### src/rtl/dmem_arbiter_pkg.sv
// Shared types and constants for the data-memory arbiter.
package dmem_arbiter_pkg;

    localparam int unsigned DATA_WIDTH           = 32;
    localparam int unsigned DMEM_TIMEOUT_DEFAULT = 16;

    typedef enum logic [1:0] {
        StIdle,
        StBusy,
        StResp
    } dmem_arb_state_t;

    // A timeout of 0 still needs a 1-bit counter.
    function automatic int unsigned tmo_cnt_width(input int unsigned cycles);
        return (cycles == 0) ? 1 : $clog2(cycles + 1);
    endfunction

endpackage

### src/rtl/dmem_arbiter_if.sv
// Requester and memory-side bus signals of the data-memory arbiter.
interface dmem_arbiter_if;
    import dmem_arbiter_pkg::*;

    logic                  m0_req;
    logic [DATA_WIDTH-1:0] m0_addr;
    logic                  m0_we;
    logic [DATA_WIDTH-1:0] m0_wdata;
    logic                  m0_ack;
    logic [DATA_WIDTH-1:0] m0_rdata;
    logic                  m0_err;

    logic                  m1_req;
    logic [DATA_WIDTH-1:0] m1_addr;
    logic                  m1_we;
    logic [DATA_WIDTH-1:0] m1_wdata;
    logic                  m1_ack;
    logic [DATA_WIDTH-1:0] m1_rdata;
    logic                  m1_err;

    logic                  dmem_req;
    logic [DATA_WIDTH-1:0] dmem_addr;
    logic                  dmem_we;
    logic [DATA_WIDTH-1:0] dmem_wdata;
    logic [DATA_WIDTH-1:0] dmem_rdata;
    logic                  dmem_ack;

    // Arbiter side.
    modport slave (
        input  m0_req, m0_addr, m0_we, m0_wdata,
        output m0_ack, m0_rdata, m0_err,
        input  m1_req, m1_addr, m1_we, m1_wdata,
        output m1_ack, m1_rdata, m1_err,
        output dmem_req, dmem_addr, dmem_we, dmem_wdata,
        input  dmem_rdata, dmem_ack
    );

    // Requesters and memory side.
    modport master (
        output m0_req, m0_addr, m0_we, m0_wdata,
        input  m0_ack, m0_rdata, m0_err,
        output m1_req, m1_addr, m1_we, m1_wdata,
        input  m1_ack, m1_rdata, m1_err,
        input  dmem_req, dmem_addr, dmem_we, dmem_wdata,
        output dmem_rdata, dmem_ack
    );

endinterface

### src/rtl/dmem_arb_rr.sv
// Combinational 2-way round-robin select; on contention the port not granted last wins.
module dmem_arb_rr (
    input  logic [1:0] req,
    input  logic       last_gnt,
    output logic       gnt_valid,
    output logic       gnt_idx
);

    always_comb begin
        gnt_valid = |req;
        gnt_idx   = (req == 2'b11) ? ~last_gnt : req[1];
    end

endmodule

### src/rtl/dmem_arbiter.sv
// Shares one data-memory port between the load/store unit (port 0) and debug/DMA (port 1),
// one transaction outstanding, with an optional ack timeout.
module dmem_arbiter
    import dmem_arbiter_pkg::*;
#(
    parameter int unsigned TIMEOUT_CYCLES = DMEM_TIMEOUT_DEFAULT
) (
    input  logic           clk_i,
    input  logic           rst_ni,
    dmem_arbiter_if.slave  bus
);

    localparam int unsigned CntW = tmo_cnt_width(TIMEOUT_CYCLES);
    localparam logic [CntW-1:0] ToLast =
        (TIMEOUT_CYCLES == 0) ? '0 : CntW'(TIMEOUT_CYCLES - 1);

    dmem_arb_state_t       state_q, state_d;
    logic [CntW-1:0]       cnt_q, cnt_d;
    logic                  last_gnt_q, last_gnt_d;
    logic                  owner_q, owner_d;
    logic                  req_q, req_d;
    logic                  we_q, we_d;
    logic [DATA_WIDTH-1:0] addr_q, addr_d;
    logic [DATA_WIDTH-1:0] wdata_q, wdata_d;
    logic [1:0]            ack_q, ack_d;
    logic [1:0]            err_q, err_d;
    logic [DATA_WIDTH-1:0] rdata0_q, rdata0_d;
    logic [DATA_WIDTH-1:0] rdata1_q, rdata1_d;

    logic                  gnt_valid, gnt_idx;
    logic                  done, done_err;
    logic [DATA_WIDTH-1:0] done_rdata;

    dmem_arb_rr u_rr (
        .req       ({bus.m1_req, bus.m0_req}),
        .last_gnt  (last_gnt_q),
        .gnt_valid (gnt_valid),
        .gnt_idx   (gnt_idx)
    );

    always_comb begin
        state_d    = state_q;
        cnt_d      = cnt_q;
        last_gnt_d = last_gnt_q;
        owner_d    = owner_q;
        req_d      = req_q;
        we_d       = we_q;
        addr_d     = addr_q;
        wdata_d    = wdata_q;
        ack_d      = '0;
        err_d      = '0;
        rdata0_d   = '0;
        rdata1_d   = '0;
        done       = 1'b0;
        done_err   = 1'b0;
        done_rdata = '0;

        unique case (state_q)
            StIdle: begin
                if (gnt_valid) begin
                    owner_d    = gnt_idx;
                    last_gnt_d = gnt_idx;
                    addr_d     = gnt_idx ? bus.m1_addr  : bus.m0_addr;
                    we_d       = gnt_idx ? bus.m1_we    : bus.m0_we;
                    wdata_d    = gnt_idx ? bus.m1_wdata : bus.m0_wdata;
                    req_d      = 1'b1;
                    cnt_d      = '0;
                    state_d    = StBusy;
                end
            end
            StBusy: begin
                cnt_d = cnt_q + CntW'(1);
                // Ack wins over a timeout landing in the same cycle.
                if (bus.dmem_ack) begin
                    done       = 1'b1;
                    done_rdata = bus.dmem_rdata;
                end else if ((TIMEOUT_CYCLES != 0) && (cnt_q == ToLast)) begin
                    done     = 1'b1;
                    done_err = 1'b1;
                end
                if (done) begin
                    state_d        = StResp;
                    req_d          = 1'b0;
                    ack_d[owner_q] = 1'b1;
                    err_d[owner_q] = done_err;
                    if (owner_q) rdata1_d = done_rdata;
                    else         rdata0_d = done_rdata;
                end
            end
            StResp: begin
                cnt_d   = '0;
                state_d = StIdle;
            end
            default: state_d = StIdle;
        endcase
    end

    always_ff @(posedge clk_i) begin
        if (!rst_ni) begin
            state_q    <= StIdle;
            cnt_q      <= '0;
            last_gnt_q <= 1'b1;
            owner_q    <= 1'b0;
            req_q      <= 1'b0;
            we_q       <= 1'b0;
            addr_q     <= '0;
            wdata_q    <= '0;
            ack_q      <= '0;
            err_q      <= '0;
            rdata0_q   <= '0;
            rdata1_q   <= '0;
        end else begin
            state_q    <= state_d;
            cnt_q      <= cnt_d;
            last_gnt_q <= last_gnt_d;
            owner_q    <= owner_d;
            req_q      <= req_d;
            we_q       <= we_d;
            addr_q     <= addr_d;
            wdata_q    <= wdata_d;
            ack_q      <= ack_d;
            err_q      <= err_d;
            rdata0_q   <= rdata0_d;
            rdata1_q   <= rdata1_d;
        end
    end

    assign bus.dmem_req   = req_q;
    assign bus.dmem_addr  = addr_q;
    assign bus.dmem_we    = we_q;
    assign bus.dmem_wdata = wdata_q;
    assign bus.m0_ack     = ack_q[0];
    assign bus.m0_err     = err_q[0];
    assign bus.m0_rdata   = rdata0_q;
    assign bus.m1_ack     = ack_q[1];
    assign bus.m1_err     = err_q[1];
    assign bus.m1_rdata   = rdata1_q;

endmodule

### src/flat_wrapper.sv
// flat-port wrapper written by rule: the top's interface ports become plain ports
module dmem_arbiter_flat import dmem_arbiter_pkg::*;
#(
    parameter int unsigned TIMEOUT_CYCLES = DMEM_TIMEOUT_DEFAULT
)
  (clk_i, rst_ni, bus_m0_req, bus_m0_addr, bus_m0_we, bus_m0_wdata, bus_m0_ack, bus_m0_rdata, bus_m0_err, bus_m1_req, bus_m1_addr, bus_m1_we, bus_m1_wdata, bus_m1_ack, bus_m1_rdata, bus_m1_err, bus_dmem_req, bus_dmem_addr, bus_dmem_we, bus_dmem_wdata, bus_dmem_rdata, bus_dmem_ack);
  dmem_arbiter_if bus_i ();
  input  logic clk_i;
  input  logic rst_ni;
  input wire logic [$bits(bus_i.m0_req)-1:0] bus_m0_req;
  input wire logic [$bits(bus_i.m0_addr)-1:0] bus_m0_addr;
  input wire logic [$bits(bus_i.m0_we)-1:0] bus_m0_we;
  input wire logic [$bits(bus_i.m0_wdata)-1:0] bus_m0_wdata;
  output wire logic [$bits(bus_i.m0_ack)-1:0] bus_m0_ack;
  output wire logic [$bits(bus_i.m0_rdata)-1:0] bus_m0_rdata;
  output wire logic [$bits(bus_i.m0_err)-1:0] bus_m0_err;
  input wire logic [$bits(bus_i.m1_req)-1:0] bus_m1_req;
  input wire logic [$bits(bus_i.m1_addr)-1:0] bus_m1_addr;
  input wire logic [$bits(bus_i.m1_we)-1:0] bus_m1_we;
  input wire logic [$bits(bus_i.m1_wdata)-1:0] bus_m1_wdata;
  output wire logic [$bits(bus_i.m1_ack)-1:0] bus_m1_ack;
  output wire logic [$bits(bus_i.m1_rdata)-1:0] bus_m1_rdata;
  output wire logic [$bits(bus_i.m1_err)-1:0] bus_m1_err;
  output wire logic [$bits(bus_i.dmem_req)-1:0] bus_dmem_req;
  output wire logic [$bits(bus_i.dmem_addr)-1:0] bus_dmem_addr;
  output wire logic [$bits(bus_i.dmem_we)-1:0] bus_dmem_we;
  output wire logic [$bits(bus_i.dmem_wdata)-1:0] bus_dmem_wdata;
  input wire logic [$bits(bus_i.dmem_rdata)-1:0] bus_dmem_rdata;
  input wire logic [$bits(bus_i.dmem_ack)-1:0] bus_dmem_ack;
  assign bus_i.m0_req = bus_m0_req;
  assign bus_i.m0_addr = bus_m0_addr;
  assign bus_i.m0_we = bus_m0_we;
  assign bus_i.m0_wdata = bus_m0_wdata;
  assign bus_m0_ack = bus_i.m0_ack;
  assign bus_m0_rdata = bus_i.m0_rdata;
  assign bus_m0_err = bus_i.m0_err;
  assign bus_i.m1_req = bus_m1_req;
  assign bus_i.m1_addr = bus_m1_addr;
  assign bus_i.m1_we = bus_m1_we;
  assign bus_i.m1_wdata = bus_m1_wdata;
  assign bus_m1_ack = bus_i.m1_ack;
  assign bus_m1_rdata = bus_i.m1_rdata;
  assign bus_m1_err = bus_i.m1_err;
  assign bus_dmem_req = bus_i.dmem_req;
  assign bus_dmem_addr = bus_i.dmem_addr;
  assign bus_dmem_we = bus_i.dmem_we;
  assign bus_dmem_wdata = bus_i.dmem_wdata;
  assign bus_i.dmem_rdata = bus_dmem_rdata;
  assign bus_i.dmem_ack = bus_dmem_ack;
  dmem_arbiter #(.TIMEOUT_CYCLES(TIMEOUT_CYCLES)) u_core (.clk_i(clk_i), .rst_ni(rst_ni), .bus(bus_i));
endmodule
### config.mk
export PLATFORM = sky130hd
export DESIGN_NAME = dmem_arbiter_flat
export DESIGN_NICKNAME = d
export VERILOG_FILES = /design/src/rtl/dmem_arbiter_pkg.sv /design/src/rtl/dmem_arbiter_if.sv /design/src/rtl/dmem_arb_rr.sv /design/src/rtl/dmem_arbiter.sv /design/src/flat_wrapper.sv
export SDC_FILE = /design/constraint.sdc
export NUM_CORES = 1
export LEC_CHECK = 0
export ABC_CLOCK_PERIOD_IN_PS = 3500
export CAP_MARGIN = 20
export CORE_AREA = 2 2 117 119
export DETAILED_ROUTE_END_ITERATION = 10
export DIE_AREA = 0 0 119 121
export PLACE_DENSITY = 0.84
export SLEW_MARGIN = 0
export SYNTH_ARGS = -nofsm -noshare
export SYNTH_HDL_FRONTEND = slang
export SYNTH_SLANG_ARGS = --single-unit
### constraint.sdc
create_clock -name clk_i -period 3.5 [get_ports clk_i]
set_input_delay 1.05 -clock clk_i [delete_from_list [all_inputs] [get_ports clk_i]]
set_output_delay 1.05 -clock clk_i [all_outputs]
set_load 0.005 [all_outputs]
Word-level counts from Yosys, hierarchy flattened:

Cells that the tools add are included.

* register bits: 143
* input port bits: 167
* output and inout port bits: 134
* logic and storage cells: 58

* add/subtract/negate cells: 1
* $lt $le $gt $ge: 2
* equality and inequality tests: 6
* multiplexer cells: 20
* bitwise logic cells: 5
* reduce and logical (&&, ||, !) cells: 12

Operators by type and width (count)
* 32-bit two-way mux: 3
* 5-bit case mux with 3 select lines: 1
* 1-bit two-way mux: 10
* 2-bit AND reduction: 3
* 3-bit AND reduction: 2
* 5-bit by 1-bit adder with 5-bit output (second input constant): 1
* 5-bit by 4-bit == test with 1-bit output (second input constant): 1
* 5-bit two-way mux: 1
* 2-bit == test (second input constant): 2
* 2-bit two-way mux: 2
* 2-bit by 1-bit inequality test with 1-bit output (second input constant): 2
* 1-bit NOT: 4
* 2-bit case mux with 2 select lines: 1
* 4-bit AND reduction: 1
* 4-bit OR reduction: 1
* 3-bit nonzero test: 1
* 2-bit bitwise AND: 1
* 2-bit by 1-bit == test with 1-bit output (second input constant): 1
* 2-bit zero test: 1
* 1-bit by 2-bit less-than comparator with 1-bit output (second input constant): 1
* 1-bit case mux with 2 select lines: 1
* 2-bit nonzero test: 1
* 2-bit OR reduction: 1
* 1-bit demux with 1-bit select: 1
* 2 further kinds: 2

Logic depth before layout (Yosys ltp):

Gate-level depths: netlist of the first run.

* depth after elaboration: 6
* mapped depth: 7
* depth with buffers taken out: 6

Modules after synthesis:

Synthesis of the first run repeated with hierarchy kept, for this count alone.

* cells, all modules: 532
* area, all modules: 5168.7 um^2

By module, submodules not included
* dmem_arbiter: times used 1, cells each 530, area an instance 5154.9 um^2, seq. area each 2862.7 um^2
* dmem_arb_rr: times used 1, cells each 2, area an instance 13.8 um^2, seq. area each 0.0 um^2

Worst setup path after synthesis of the first run:

Ideal clock, no wire load.

* path type: in2reg
* start point: input port bus_dmem_ack
* end point: register u_core.rdata0_q[19] (netlist: u_core.bus.m0_rdata[19])
* library setup time: 128 ps
* arrival time: 1903 ps
* data required time: 3372 ps
* slack: 1469 ps
* cell stages on the path: 5
* path buffers: 2
* path through: clkbuf_1 > o21a_1 > nand3b_2 > clkbuf_1 > nor2_1

* word-level cells in the longest chain between the ends: 4
* elaborated cells on any way between the ends: 5
* those cells by class: 3 x mux; 1 x bitwise; 1 x reduce/logical

RTL lines
* start: declaration: line flat_wrapper.sv:29 `input wire logic [$bits(bus_i.dmem_ack)-1:0] bus_dmem_ack;`
* 1-bit two-way mux: line dmem_arbiter.sv:74 `if (bus.dmem_ack) begin`
* 1-bit two-way mux: line dmem_arbiter.sv:58 `unique case (state_q)`
* 1-bit NOT (no source line)
* 4-bit OR reduction (no source line)
* end signal: assignment: line dmem_arbiter.sv:123 `rdata0_q <= rdata0_d;`
* end: declaration: line dmem_arbiter.sv:27 `logic [DATA_WIDTH-1:0] rdata0_q, rdata0_d;`

Parallel ways exist; a longest one is shown, timed or not. The select of a mux whose other input is x is not followed.
A chain may end at the register's enable or synchronous reset.

Worst setup path after layout of the first run:

* start point: input port bus_m0_req
* end point: register u_core.addr_q[11] (netlist: u_core.bus.dmem_addr[11])

* word-level cells in the longest chain between the ends: 3
* elaborated cells on any way between the ends: 5
* those cells by class: 1 x eq/ne; 2 x mux; 2 x reduce/logical

RTL lines
* start: declaration: line flat_wrapper.sv:10 `input wire logic [$bits(bus_i.m0_req)-1:0] bus_m0_req;`
* 2-bit == test: line dmem_arb_rr.sv:11 `gnt_idx = (req == 2'b11) ? ~last_gnt : req[1];`
* 1-bit two-way mux: line dmem_arb_rr.sv:11
* 32-bit two-way mux: line dmem_arbiter.sv:63 `addr_d = gnt_idx ? bus.m1_addr : bus.m0_addr;`
* end signal: assignment: line dmem_arbiter.sv:119 `addr_q <= addr_d;`
* end: declaration: line dmem_arbiter.sv:23 `logic [DATA_WIDTH-1:0] addr_q, addr_d;`

Parallel ways exist; a longest one is shown, timed or not.

==> results of run 1 <==
-- cells in the final DEF (no fill, tap or decap), drive strengths merged --
cell type,count
o31ai,1
nand2b,1
a31oi,2
ha,2
nand2,166
nand3b,3
o311a,1
o211ai,2
a21oi,68
dfxtp,143
nand4b,1
a21bo,1
clkinv,3
diode,1
a21boi,1
a221oi,1
or3,1
inv,7
buf,11
a41oi,1
clkdlybuf4s50,300
o21ai,2
a311oi,65
bufinv,3
o211a,1
nor2,71
nor3,2
clkbuf,21
nand3,5
a22oi,1
and3,3
and4,1
clkinvlp,3
nor2b,2
or2,1
o21a,1
-- cell type report --
class / instances / area (µm²) / area share (%)
diodes: 1 / 2.502 / 0.02797
flip-flops and latches: 143 / 2863 / 32.00
repair buffers: 311 / 3136 / 35.05
well taps: 176 / 220.2 / 2.462
clock buffers: 21 / 460.4 / 5.147
multi-input cells: 407 / 2106 / 23.54
inverters: 6 / 22.52 / 0.2517
clock inverters: 10 / 136.4 / 1.524
-- sequential cells by signal (all words and copies together) (netlist names) --
name,count
u_core.bus.dmem_req,1
u_core.bus.dmem_wdata,32
u_core.bus.m1_rdata,32
u_core.err_q,2
u_core.bus.dmem_we,1
u_core.cnt_q,5
u_core.last_gnt_q,1
u_core.state_q,2
u_core.bus.m0_rdata,32
u_core.owner_q,1
u_core.ack_q,2
u_core.bus.dmem_addr,32
-- per-stage QoR --
stage | hold slack [ns] | instances | power [mW]
floorplan | 0.4684 | 613 | 2.132
global placement | 0.4793 | 1043 | 2.587
detailed placement | 0.4869 | 1043 | 2.594
CTS | 0.4950 | 1074 | 4.415
global route | 0.5218 | 1075 | 4.559
finish | 0.4912 | 1075 | 4.385
-- kinds of logic after synthesis --
kind of cell    count (synthesis)  share of synthesized area, %
fa+ha+maj                       2                        0.4739
compound gates                148                         19.60
buf+inv                        63                         6.137
flops                         143                         54.22
simple gates                  257                         19.57
-- power by group through the flow --
| stage | Clock (mW) | Sequential, mW | Combinational [mW] |
|---|---|---|---|
| after detailed placement | 0 | 1.83 | 0.768 |
| after global routing | 1.92 | 1.81 | 0.834 |
| final | 1.82 | 1.80 | 0.771 |
| after CTS | 1.85 | 1.80 | 0.774 |
| after global placement | 0 | 1.83 | 0.761 |
| after floorplan | 0 | 1.83 | 0.307 |
-- routing by layer --
layer | global-route usage (%) | routed length, µm
met2 | 39.12 | 8358
met3 | 10.53 | 1844
met5 | 0 | 0
met4 | 12.95 | 760
met1 | 27.50 | 6780
-- critical path, cell delays in order --
cell             delay [ns]
clkdlybuf4s50_1        0.62
or2_2                  0.48
buf_4                  0.33
a21oi_1                0.09
a311oi_1               0.30
-- path summary, 6_finish.rpt --
path | end | slack, ns | from | cells past startpoint
worst max-delay path | u_core.bus.dmem_addr[11]$_SDFFE_PN0P_ | 0.94 | bus_m0_req | 5
worst min-delay path | u_core.owner_q$_SDFFE_PN0P_ | 0.49 | u_core.owner_q$_SDFFE_PN0P_ | 2
worst max register to register | u_core.bus.m0_rdata[12]$_SDFF_PP0_ | 1.37 | u_core.state_q[0]$_SDFFE_PN0P_ | 3
worst min register to register | u_core.owner_q$_SDFFE_PN0P_ | 0.49 | u_core.owner_q$_SDFFE_PN0P_ | 2
==> flow_summary.yaml, run 1 <==
status:
  status: "complete, no violations"
finish:
  nNetsFinal: 1055
  area_growth_pct: 69.43
  drive_gt1_share_pct: 5.679
  final_area_um2: 8946
  fin_util_pct: 68.37
  fill_cells: 1009
cts:
  cts_resized: 0
  cts-root-buf: "clkbuf_16"
  path_clk_slew_ns: 0.06
  clk-insertion-delay-late_ns: 0.41
  ctsHoldBuffers: 0
  cts_buffers: 17
  h-tree-depth: 4
  clock-sinks: 143
  ctsLongestPathBuffers: 2
  cts_setup_buffers: 0
  cts_tree: "done"
global_routing:
  grt_max_degree: 67
  grt_usage_pct: 24.39
  overflow: 0
  antenna_found_initial: 1
  grt_pass1_vias: 5265
  grt_first_pass_wirelength_mm: 27.57
routing:
  vias: 5472
  first_iter_violations: 358
  drt-total-wl_mm: 17.74
  avgRoutedWirePerCell_um: 16.51
  vias_per_cell: 5.090
  final_antenna_net_count: 0
  drc: 0
  drtPass1Iterations: 5
critical_path:
  critical_path_class: "input port to flop"
  cp-end-kind: "flop"
  crit_arrival_ns: 2.87
  startpoint_type: "input port"
  worst-endpoint-required_ns: 3.81
  worstPathMaxFanout: 22
synthesis:
  yosysTopAreaCellShare_pct: 54.22
  netlist_area_um2: 5280
  yosys_register_bits: 143
  synth_top_cell_by_area: "dfxtp_1"
  netlist_top_cells_count: "166 x nand2_1, 143 x dfxtp_1, 69 x nor2_1, 68 x a21oi_1, 65 x a311oi_1"
  avgSynthCellArea_um2: 8.613
  synth_most_common_cell: "nand2_1"
  synth-async-reset-ratio_pct: 0
  ys.flop_type: "dfxtp_1"
  synth_nets: 782
  ys_seq_area_share_pct: 54.22
  syn_inst: 613
  synth_edf_count: 0
  ys_warn_count: 0
  synthTopCellsByArea: "dfxtp_1 54%, nand2_1 12%, a311oi_1 11%, a21oi_1 6.4%, nor2_1 4.9%"
  synthDistinctLibCells: 39
timing:
  slew_viol_final: 0
  post-route-min-period_ns: 2.562
  setup_tns_ns: 0
  rsz0062_at_grt: "false"
  hold_viol: 0
  finalSetupViolations: 0
  skew_ns: 0.005175
  tightest_slew_ns: 0.8383
  timing.final.crit_share_pct: 73.20
  max_freq_mhz: 390.3
  setup_slack_ns: 0.9382
  max-slew-margin-rel_pct: 43.98
power:
  irDropWorstVdd_uv: 350.7
  cellLeakagePower_nw: 3.384
  clock_power_share_pct: 41.5
  swShare_pct: 24.04
  powerDensity_nw_per_um2: 490.1
  p_comb_share_pct: 17.6
  p_int_mw: 3.330
  power_switching_mw: 1.054
  p_seq_share_pct: 41.0
floorplan:
  die_h_um: 121
  core_um2: 13090
  dieArea_um2: 14400
  start_util_pct: 40.35
  pin_count: 301
  fp.dieW_um: 119
  core.rowCount: 42
place:
  postPlaceCellArea_um2: 8347
  dp_hpwl_mm: 12.20
  place_ws_ns: 0.5410
  io_buffer_count: 300
  gp_congestion: 0.8075
job:
  drv_cap: 0
worst_hold_path:
  min_path_type: "flop to flop"
(Power assumes the default switching activity.)
==> run 2: changes to the inputs <==
ABC_CLOCK_PERIOD_IN_PS = 2100   (was 3500)
CORE_AREA = not set   (was 2 2 117 119)
CORE_ASPECT_RATIO = 1.5   (was not set)
CORE_UTILIZATION = 34   (was not set)
DIE_AREA = not set   (was 0 0 119 121)
PLACE_DENSITY = 0.76   (was 0.84)
clock period = 2.1 ns   (was 3.5 ns; I/O delays follow)
==> run 2 against run 1 <==
Via count is essentially flat. Largest power group is now sequential cells. Total power is 65% higher. Sequential power is 66% higher. First-iteration DRC count fell by 43%. Non-clock buffer count grew 13. Clock power rose by 61%. Utilization decreased by 8.3 points. Critical endpoint is now bus_dmem_wdata[27]. Critical path depth decreased by 4. Clock skew increased by 0.0039 ns. Wire length shrank 6.0%. Count of clock-buffer cells in the layout is 4 lower. Register-to-register slack got worse by 0.96 ns.
==> flow_summary.yaml, run 2 (synthesis gave the netlist of run 1 again) <==
status:
  status: "complete, no violations"
critical_path:
  rr_endpoint: "u_core.bus.m0_rdata[25]$_SDFF_PP0_"
  startpoint_type: "flop"
  slowest_delay_ns: 0.59
  cp-end-kind: "output port"
  r2r_slack_ns: 0.41
  critPathSlowestCell: "clkdlybuf4s50_1"
  crit_arrival_ns: 1.33
  worst-endpoint-required_ns: 1.47
  path_cells: "clkdlybuf4s50_1"
  worstPathMaxFanout: 2
  timing.rr.start: "u_core.cnt_q[0]$_SDFFE_PN0P_"
  crit_buf_inv: 1
  critical_path_class: "flop to output port"
  worstRegToRegCells: 7
  cp_top_family: "buffers and inverters"
cts:
  ctsHoldBuffers: 0
  h-tree-depth: 4
  cts-root-buf: "clkbuf_16"
  cts_tree: "done"
  ctsLongestPathBuffers: 2
  clock-sinks: 143
  path_clk_slew_ns: 0.06
  clk-insertion-delay-late_ns: 0.41
  cts_resized: 0
  cts_buffers: 17
  cts_setup_buffers: 0
routing:
  vias_per_cell: 4.926
  drtPass1Iterations: 4
  first_iter_violations: 203
  drc: 0
  vias: 5473
  final_antenna_net_count: 0
  drt-total-wl_mm: 16.68
  avgRoutedWirePerCell_um: 15.01
timing:
  max-slew-margin-rel_pct: 67.61
  skew_ns: 0.009062
  rsz0062_at_grt: "false"
  post-route-min-period_ns: 1.964
  finalSetupViolations: 0
  setup_slack_ns: 0.1365
  max_freq_mhz: 509.3
  tightest_slew_ns: 0.4852
  slew_viol_final: 0
  setup_tns_ns: 0
  hold_viol: 0
  timing.final.crit_share_pct: 93.50
worst_hold_path:
  hp-start: "u_core.owner_q$_SDFFE_PN0P_"
  holdPathStages: 2
  min_path_type: "flop to flop"
  min_to: "u_core.owner_q$_SDFFE_PN0P_"
global_routing:
  overflow: 0
  grt_max_degree: 49
  grt_first_pass_wirelength_mm: 26.20
  antenna_found_initial: 0
  grt_usage_pct: 20.53
  grt_pass1_vias: 5203
floorplan:
  start_util_pct: 34.88
  dieArea_um2: 16040
  core_um2: 15140
  core.rowCount: 55
  die_h_um: 154.6
  fp.dieW_um: 103.8
  pin_count: 301
power:
  swShare_pct: 26.24
  p_seq_share_pct: 41.3
  clock_power_share_pct: 40.5
  irDropWorstVdd_uv: 494.2
  power_switching_mw: 1.896
  p_int_mw: 5.330
  powerDensity_nw_per_um2: 795.2
  p_total_mw: 7.226
  p_comb_share_pct: 18.2
  cellLeakagePower_nw: 3.461
job:
  drv_cap: 0
place:
  postPlaceCellArea_um2: 8511
  gp_congestion: 0.7932
  dp_hpwl_mm: 11.78
  io_buffer_count: 300
  dp_cells: 1079
  place_ws_ns: -0.1516
finish:
  area_growth_pct: 72.11
  diodes: 0
  nNetsFinal: 1068
  drive_gt1_share_pct: 7.346
  finalNonFillerCells: 1111
  mostFrequentLayoutCell: "clkdlybuf4s50_1"
  mostFrequentLayoutCells: "300 x clkdlybuf4s50_1, 166 x nand2_1, 143 x dfxtp_1, 69 x nor2_1, 68 x a21oi_1"
  final_area_um2: 9087
-- run 2: changes by cell type in the layout (fill, tap and decap cells not counted) --
| cell | delta |
|---|---|
| inv_8 | +3 |
| clkbuf_1 | -2 |
| inv_6 | +4 |
| clkinv_4 | +3 |
| clkbuf_8 | -2 |
| buf_4 | +10 |
| clkinvlp_4 | -2 |
| bufinv_16 | -2 |
| clkinv_2 | -1 |
| diode_2 | -1 |
| buf_12 | +3 |
-- run 2: worst max-delay path by stage --
stage                                                  end                                   start  slack (ns)  cells after the start
global route                            bus_dmem_wdata[27]  u_core.bus.dmem_wdata[27]$_SDFFE_PN0P_        0.09                      1
floorplan               u_core.bus.m0_rdata[19]$_SDFF_PP0_            u_core.cnt_q[0]$_SDFFE_PN0P_        0.38                      7
CTS                                     bus_dmem_wdata[27]  u_core.bus.dmem_wdata[27]$_SDFFE_PN0P_        0.12                      1
detailed placement  u_core.bus.dmem_wdata[11]$_SDFFE_PN0P_                              bus_m1_req       -0.15                      5
global placement    u_core.bus.dmem_wdata[16]$_SDFFE_PN0P_                              bus_m1_req       -0.06                      5
finish                                  bus_dmem_wdata[27]  u_core.bus.dmem_wdata[27]$_SDFFE_PN0P_        0.14                      1
-- run 2: cell type report --
class | count | area, µm²
fillers | 1351 | 6052
repair buffers | 324 | 3271
flip-flops and latches | 143 | 2863
multi-input cells | 407 | 2106
clock buffers | 17 | 425.4
well taps | 199 | 249.0
clock inverters | 15 | 151.4
inverters | 6 | 22.52
-- run 2: routing by layer --
metal | GRT usage [%] | share of wire (%)
met5 | 0 | 0
met4 | 9.932 | 3.4
met3 | 6.490 | 7.4
met2 | 37.01 | 50
met1 | 21.58 | 39
-- run 2: through the flow --
stage | util, % | hold slack, ns
finish | 60.02 | 0.5035
global route | 60.02 | 0.5238
CTS | 60.02 | 0.5033
detailed placement | 56.21 | 0.4871
global placement | 56.21 | 0.4792
floorplan | - | 0.4684
-- run 2: power by group through the flow --
stage                     Clock [mW]  Sequential (mW)  Combinational [mW]
final                           2.93             2.98                1.32
after detailed placement           0             3.04                1.32
after global routing            3.10             3.00                1.43
after floorplan                    0             3.04               0.512
after CTS                       3.00             2.98                1.33
after global placement             0             3.04                1.31
==> run 3: changes to the inputs <==
CTS_CLUSTER_DIAMETER = 80   (was not set)
==> results of run 3 <==
Final layout, timing and power as in run 2 (identical DEF).
